File: src/rtl/fp_wb_queue.sv
`default_nettype none
// ============================================================================
// Module   : fp_wb_queue
// Purpose  : Result buffer between the FPU result register and the shared
//            register-file writeback port, with per-slot kill and issue stall.
// Revision : 1.0 - initial release
// ============================================================================
module fp_wb_queue #(
    parameter int RV           = 64,
    parameter int NHART        = 1,
    parameter int NCOMMIT      = 32,
    parameter int LNCOMMIT     = 5,
    parameter int DEPTH        = 4,
    parameter int STALL_MARGIN = 2
) (
    input  logic                clk,
    input  logic                reset,
    input  logic [NHART-1:0]    in_makes_rd,
    input  logic [RV-1:0]       in_result,
    input  logic [LNCOMMIT-1:0] in_rd,
    input  logic                in_fp,
    input  logic [4:0]          in_flags,
    input  logic [NCOMMIT-1:0]  commit_kill,
    output logic                out_valid,
    input  logic                out_ready,
    output logic [RV-1:0]       out_result,
    output logic [LNCOMMIT-1:0] out_rd,
    output logic                out_fp,
    output logic [NHART-1:0]    out_makes_rd,
    output logic [4:0]          out_flags,
    output logic                stall,
    output logic                overflow
);

    localparam int c_AW = $clog2(DEPTH);
    localparam int c_CW = $clog2(DEPTH + 1);
    localparam logic [c_CW-1:0] c_FULL     = c_CW'(DEPTH);
    localparam logic [c_CW-1:0] c_STALL_AT = c_CW'(DEPTH - STALL_MARGIN);

    logic                r_live   [DEPTH];
    logic [RV-1:0]       r_result [DEPTH];
    logic [LNCOMMIT-1:0] r_rd     [DEPTH];
    logic                r_fp     [DEPTH];
    logic [NHART-1:0]    r_hart   [DEPTH];
    logic [4:0]          r_flags  [DEPTH];

    logic [c_AW-1:0] r_head;
    logic [c_AW-1:0] r_tail;
    logic [c_CW-1:0] r_count;
    logic            r_stall;
    logic            r_overflow;

    logic            w_push_req;
    logic            w_nonempty;
    logic            w_head_killed;
    logic            w_hole;
    logic            w_valid;
    logic            w_pop;
    logic            w_full;
    logic            w_push;
    logic            w_drop;
    logic [c_CW-1:0] w_count_nxt;

    assign w_push_req    = (|in_makes_rd) && !commit_kill[in_rd];
    assign w_nonempty    = (r_count != '0);
    assign w_head_killed = commit_kill[r_rd[r_head]];
    assign w_valid       = w_nonempty && r_live[r_head] && !w_head_killed;
    // Holes (killed entries) drain one per cycle without waiting for a grant.
    assign w_hole        = w_nonempty && (!r_live[r_head] || w_head_killed);
    assign w_pop         = (w_valid && out_ready) || w_hole;
    assign w_full        = (r_count == c_FULL);
    assign w_push        = w_push_req && (!w_full || w_pop);
    assign w_drop        = w_push_req && w_full && !w_pop;
    assign w_count_nxt   = r_count + c_CW'(w_push) - c_CW'(w_pop);

    generate
        for (genvar g = 0; g < DEPTH; g++) begin : g_entry
            // A fresh push overrides a kill aimed at the stale slot contents.
            always_ff @(posedge clk) begin
                if (reset) begin
                    r_live[g] <= 1'b0;
                end else if (w_push && (r_tail == c_AW'(g))) begin
                    r_live[g] <= 1'b1;
                end else if (commit_kill[r_rd[g]]) begin
                    r_live[g] <= 1'b0;
                end
            end

            always_ff @(posedge clk) begin
                if (w_push && (r_tail == c_AW'(g))) begin
                    r_result[g] <= in_result;
                    r_rd[g]     <= in_rd;
                    r_fp[g]     <= in_fp;
                    r_hart[g]   <= in_makes_rd;
                    r_flags[g]  <= in_flags;
                end
            end
        end
    endgenerate

    always_ff @(posedge clk) begin
        if (reset) begin
            r_head     <= '0;
            r_tail     <= '0;
            r_count    <= '0;
            r_stall    <= 1'b0;
            r_overflow <= 1'b0;
        end else begin
            if (w_push) r_tail <= r_tail + c_AW'(1);
            if (w_pop)  r_head <= r_head + c_AW'(1);
            r_count    <= w_count_nxt;
            r_stall    <= (w_count_nxt >= c_STALL_AT);
            r_overflow <= r_overflow || w_drop;
        end
    end

    assign out_valid    = w_valid;
    assign out_result   = r_result[r_head];
    assign out_rd       = r_rd[r_head];
    assign out_fp       = r_fp[r_head];
    assign out_flags    = r_flags[r_head];
    assign out_makes_rd = w_valid ? r_hart[r_head] : '0;
    assign stall        = r_stall;
    assign overflow     = r_overflow;

endmodule
`default_nettype wire

File: config.mk
export PLATFORM = sky130hd
export DESIGN_NAME = fp_wb_queue
export DESIGN_NICKNAME = d
export VERILOG_FILES = /design/src/rtl/fp_wb_queue.sv
export SDC_FILE = /design/constraint.sdc
export NUM_CORES = 1
export LEC_CHECK = 0
export BUFFER_PORTS_ARGS = -buffer_cell sky130_fd_sc_hd__buf_2
export CAP_MARGIN = 15
export CORE_MARGIN = 2
export CORE_UTILIZATION = 45
export DETAILED_ROUTE_END_ITERATION = 8
export PLACE_DENSITY = 0.65
export SKIP_CTS_REPAIR_TIMING = 1
export SYNTH_ARGS = -nofsm -noshare
export SYNTH_HDL_FRONTEND = slang
export SYNTH_SLANG_ARGS = --single-unit
File: constraint.sdc
create_clock -name clk -period 8.4 [get_ports clk]
set_input_delay 1.26 -clock clk [delete_from_list [all_inputs] [get_ports clk]]
set_output_delay 1.26 -clock clk [all_outputs]
set_load 0.005 [all_outputs]
==> flow_metrics.tcl <==
set metrics [dict create \
    status "finished, final reports clean" \
    synth_area_um2 13200 \
    drive_gt1_share_pct 47.9 \
    yosys_warnings 0 \
    ys_seq_elements 319 \
    finalCritPeriodShare_pct 55.5 \
    clock-root-buffer "clkbuf_16" \
    routed_via_density 5.69 \
    clk_path_buf_depth 3 \
    synth-async-reset-ratio_pct 0 \
    finalHoldViolations 0 \
    tns_ps 0 \
    pin_count 190 \
    synth_area_leader_cell "edfxtp_1" \
    holdWs_ps 491 \
    wl_mm 27.7 \
    pwr-share-seq_pct 43.9 \
    cts_made_buffers 34 \
    syn-num-nets 697 \
    post-route-drc-count 0 \
    clock_latency_ps 500 \
    yosysSeqAreaShare_pct 71.5 \
    cp_max_fo 32 \
    critical-path-slowest-cell "o31ai_4" \
    power.density_nw_per_um2 276 \
    grt_setup_unrepaired "no" \
    cts_tree "built" \
    grt_max_degree 77 \
    grt_usage_pct 18.1 \
    finalMaxSlewViolations 0 \
    endpoint_kind "flop" \
    vias 6771 \
    clockPowerShare_pct 33.4 \
    critical-path-top-delay-family "compound AO/OA/AOI/OAI gates" \
    cts-htree-levels 2 \
    internal-power_mw 3.24 \
    max_slew.worst_pin.slew_ps 1150 \
    dp_hpwl_mm 17.4 \
    clock-sinks 319 \
    synth_ff_type "edfxtp_1" \
    synth_edf_count 308 \
    rows 62 \
    grt_antenna_before_repair 5 \
    vdd_drop_max_mv 0.202 \
    cap_viol_max_count 0 \
    die_h_um 176 \
    arrival_ps 5040 \
    port_buffers 189 \
    synth.avg_cell_area_um2 22.9 \
    start_util_pct 45.9 \
    critPathKind "flop to flop" \
    hold_path.startpoint "overflow$_SDFF_PP0_" \
    drt_iter0_drc 619 \
    gp_congestion 0.915 \
    p_sw_mw 1.10 \
    skew_ps 18.8 \
    cp_cell_sequence "mux4_2 > or2_1 > o22ai_1 > a211o_1 > o211ai_2 > o31ai_4 > ha_1 > inv_1 > ha_1 > inv_1 > fa_1 > xor2_1 > xnor2_1 > a21oi_1" \
    core_area_um2 28900 \
    grt_pass1_vias 7189 \
    cp.required_ps 8770 \
    finalSetupViolCount 0 \
    switching_share_pct 25.4 \
    yosysTopAreaCellShare_pct 69.9 \
    power.leakage_nw 5.30 \
    hp-class "flop to flop" \
    crit_buf_inv 2 \
    comb_power_share_pct 22.7 \
    first_pass_iters 5 \
    fin_crit_ps 4670 \
    clkTransAtPathRegs_ps 60 \
    grt_first_pass_wirelength_mm 42.3 \
    wl_per_cell_um 23.3 \
    gr-total-overflow 0 \
    ys_types 39 \
    nets 898 \
    max_freq_ghz 0.214 \
    area_growth_pct 19.0 \
    start_kind "flop" \
    drt.antenna.violating_nets 0 \
    die-width_um 176 \
    slew-limit-headroom_pct 23.5 \
    synthCells 579 \
    slowest_delay_ps 810 \
    synth_area_leaders "edfxtp_1 70%, mux4_2 22%, dfxtp_1 1.7%" \
    die_area_um2 30800 \
]
-- registers in the layout, indices dropped and copies added, names as in the netlist, 2 cells and up, named ones only --
register	cells
r_head	2
r_live	4
r_fp	4
r_flags	20
r_tail	2
r_rd	20
r_hart	4
r_count	3
r_result	256
-- final timing paths --
check / endpoint / slack, ps / depth (start not counted)
setup reg to reg: stall$_SDFF_PP0_ / 3730 / 14
hold / removal: overflow$_SDFF_PP0_ / 490 / 1
hold reg to reg: overflow$_SDFF_PP0_ / 490 / 1
setup / recovery: stall$_SDFF_PP0_ / 3730 / 14
-- worst reg2reg max path: stages (launching register included) --
cell      delay (ps)
dfxtp_4          750
mux4_2           700
or2_1            310
o22ai_1          260
a211o_1          150
o211ai_2         140
o31ai_4          810
ha_1             360
inv_1             50
ha_1             120
inv_1             50
fa_1             400
xor2_1           160
xnor2_1          190
a21oi_1           90
-- final cells by class --
class,instances,area (um^2)
Fill cell,2218,13100
Sequential cell,319,9480
Multi-Input combinational cell,218,3620
Timing Repair Buffer,198,1050
Clock buffer,41,898
Tap cell,384,480
Clock inverter,17,190
Inverter,9,33.8
Antenna cell,3,7.51
-- kinds of logic (layout without fill, tap and decap cells) --
logic type	Yosys count	after routing	share of synthesized area [%]
xor+xnor	2	2	0.132
compound gates	23	23	1.29
other cells	0	3	0
simple gates	37	37	1.47
flops	319	319	71.5
buf+inv	42	265	1.32
fa+ha+maj	7	7	0.718
mux	149	149	23.5
-- power by group through the flow --
stage	combinational, mW	sequential (mW)	clock [mW]
after CTS	1.01	1.91	1.49
after global placement	0.990	1.94	0
final	0.988	1.91	1.45
after floorplan	0.671	1.89	0
after global routing	1.08	1.92	1.55
after detailed placement	1.00	1.94	0
-- per-stage QoR --
step	worst slack, ps	power [mW]	util, %	cells	area [um^2]
floorplan	1450	2.56	-	579	13200
global placement	3660	2.93	50.6	1126	14600
detailed placement	3600	2.94	50.6	1126	14600
CTS	3640	4.41	54.4	1184	15700
global route	3330	4.54	54.6	1188	15800
finish	3730	4.34	54.6	1189	15800
-- cells in the mapped netlist, types with 2 or more instances --
| cell | instances |
|---|---|
| nor2_1 | 11 |
| dfxtp_1 | 11 |
| o21ai_1 | 5 |
| buf_1 | 4 |
| mux2i_1 | 13 |
| nor2b_1 | 8 |
| clkbuf_2 | 2 |
| clkbuf_1 | 17 |
| a211oi_1 | 4 |
| o21ai_0 | 2 |
| ha_1 | 6 |
| nand2_1 | 3 |
| nor3_1 | 4 |
| edfxtp_1 | 308 |
| buf_2 | 9 |
| nand2b_1 | 4 |
| o22ai_1 | 5 |
| inv_1 | 9 |
| mux2_1 | 6 |
| mux4_2 | 129 |
-- placed cells by master (no fill, tap or decap), types with 4 or more instances in the layout --
cell	count
edfxtp_1	308
buf_2	189
mux4_2	129
clkbuf_16	35
mux2i_1	13
inv_1	9
dfxtp_1	9
nor2b_1	8
nor2_1	7
buf_4	7
mux2_1	6
ha_1	6
clkinv_1	6
clkbuf_1	6
o22ai_1	5
o21ai_1	5
nand2b_1	4
nor2_4	4
a211oi_1	4
nor3_1	4
bufinv_16	4
-- routing by layer --
layer | GRT usage, % | share of wire, %
met2 | 30.4 | 51
met4 | 6.34 | 2.8
met1 | 23.3 | 39
met5 | 0 | 0.098
met3 | 4.20 | 6.7
No activity file was read; power rests on OpenSTA's default activity.
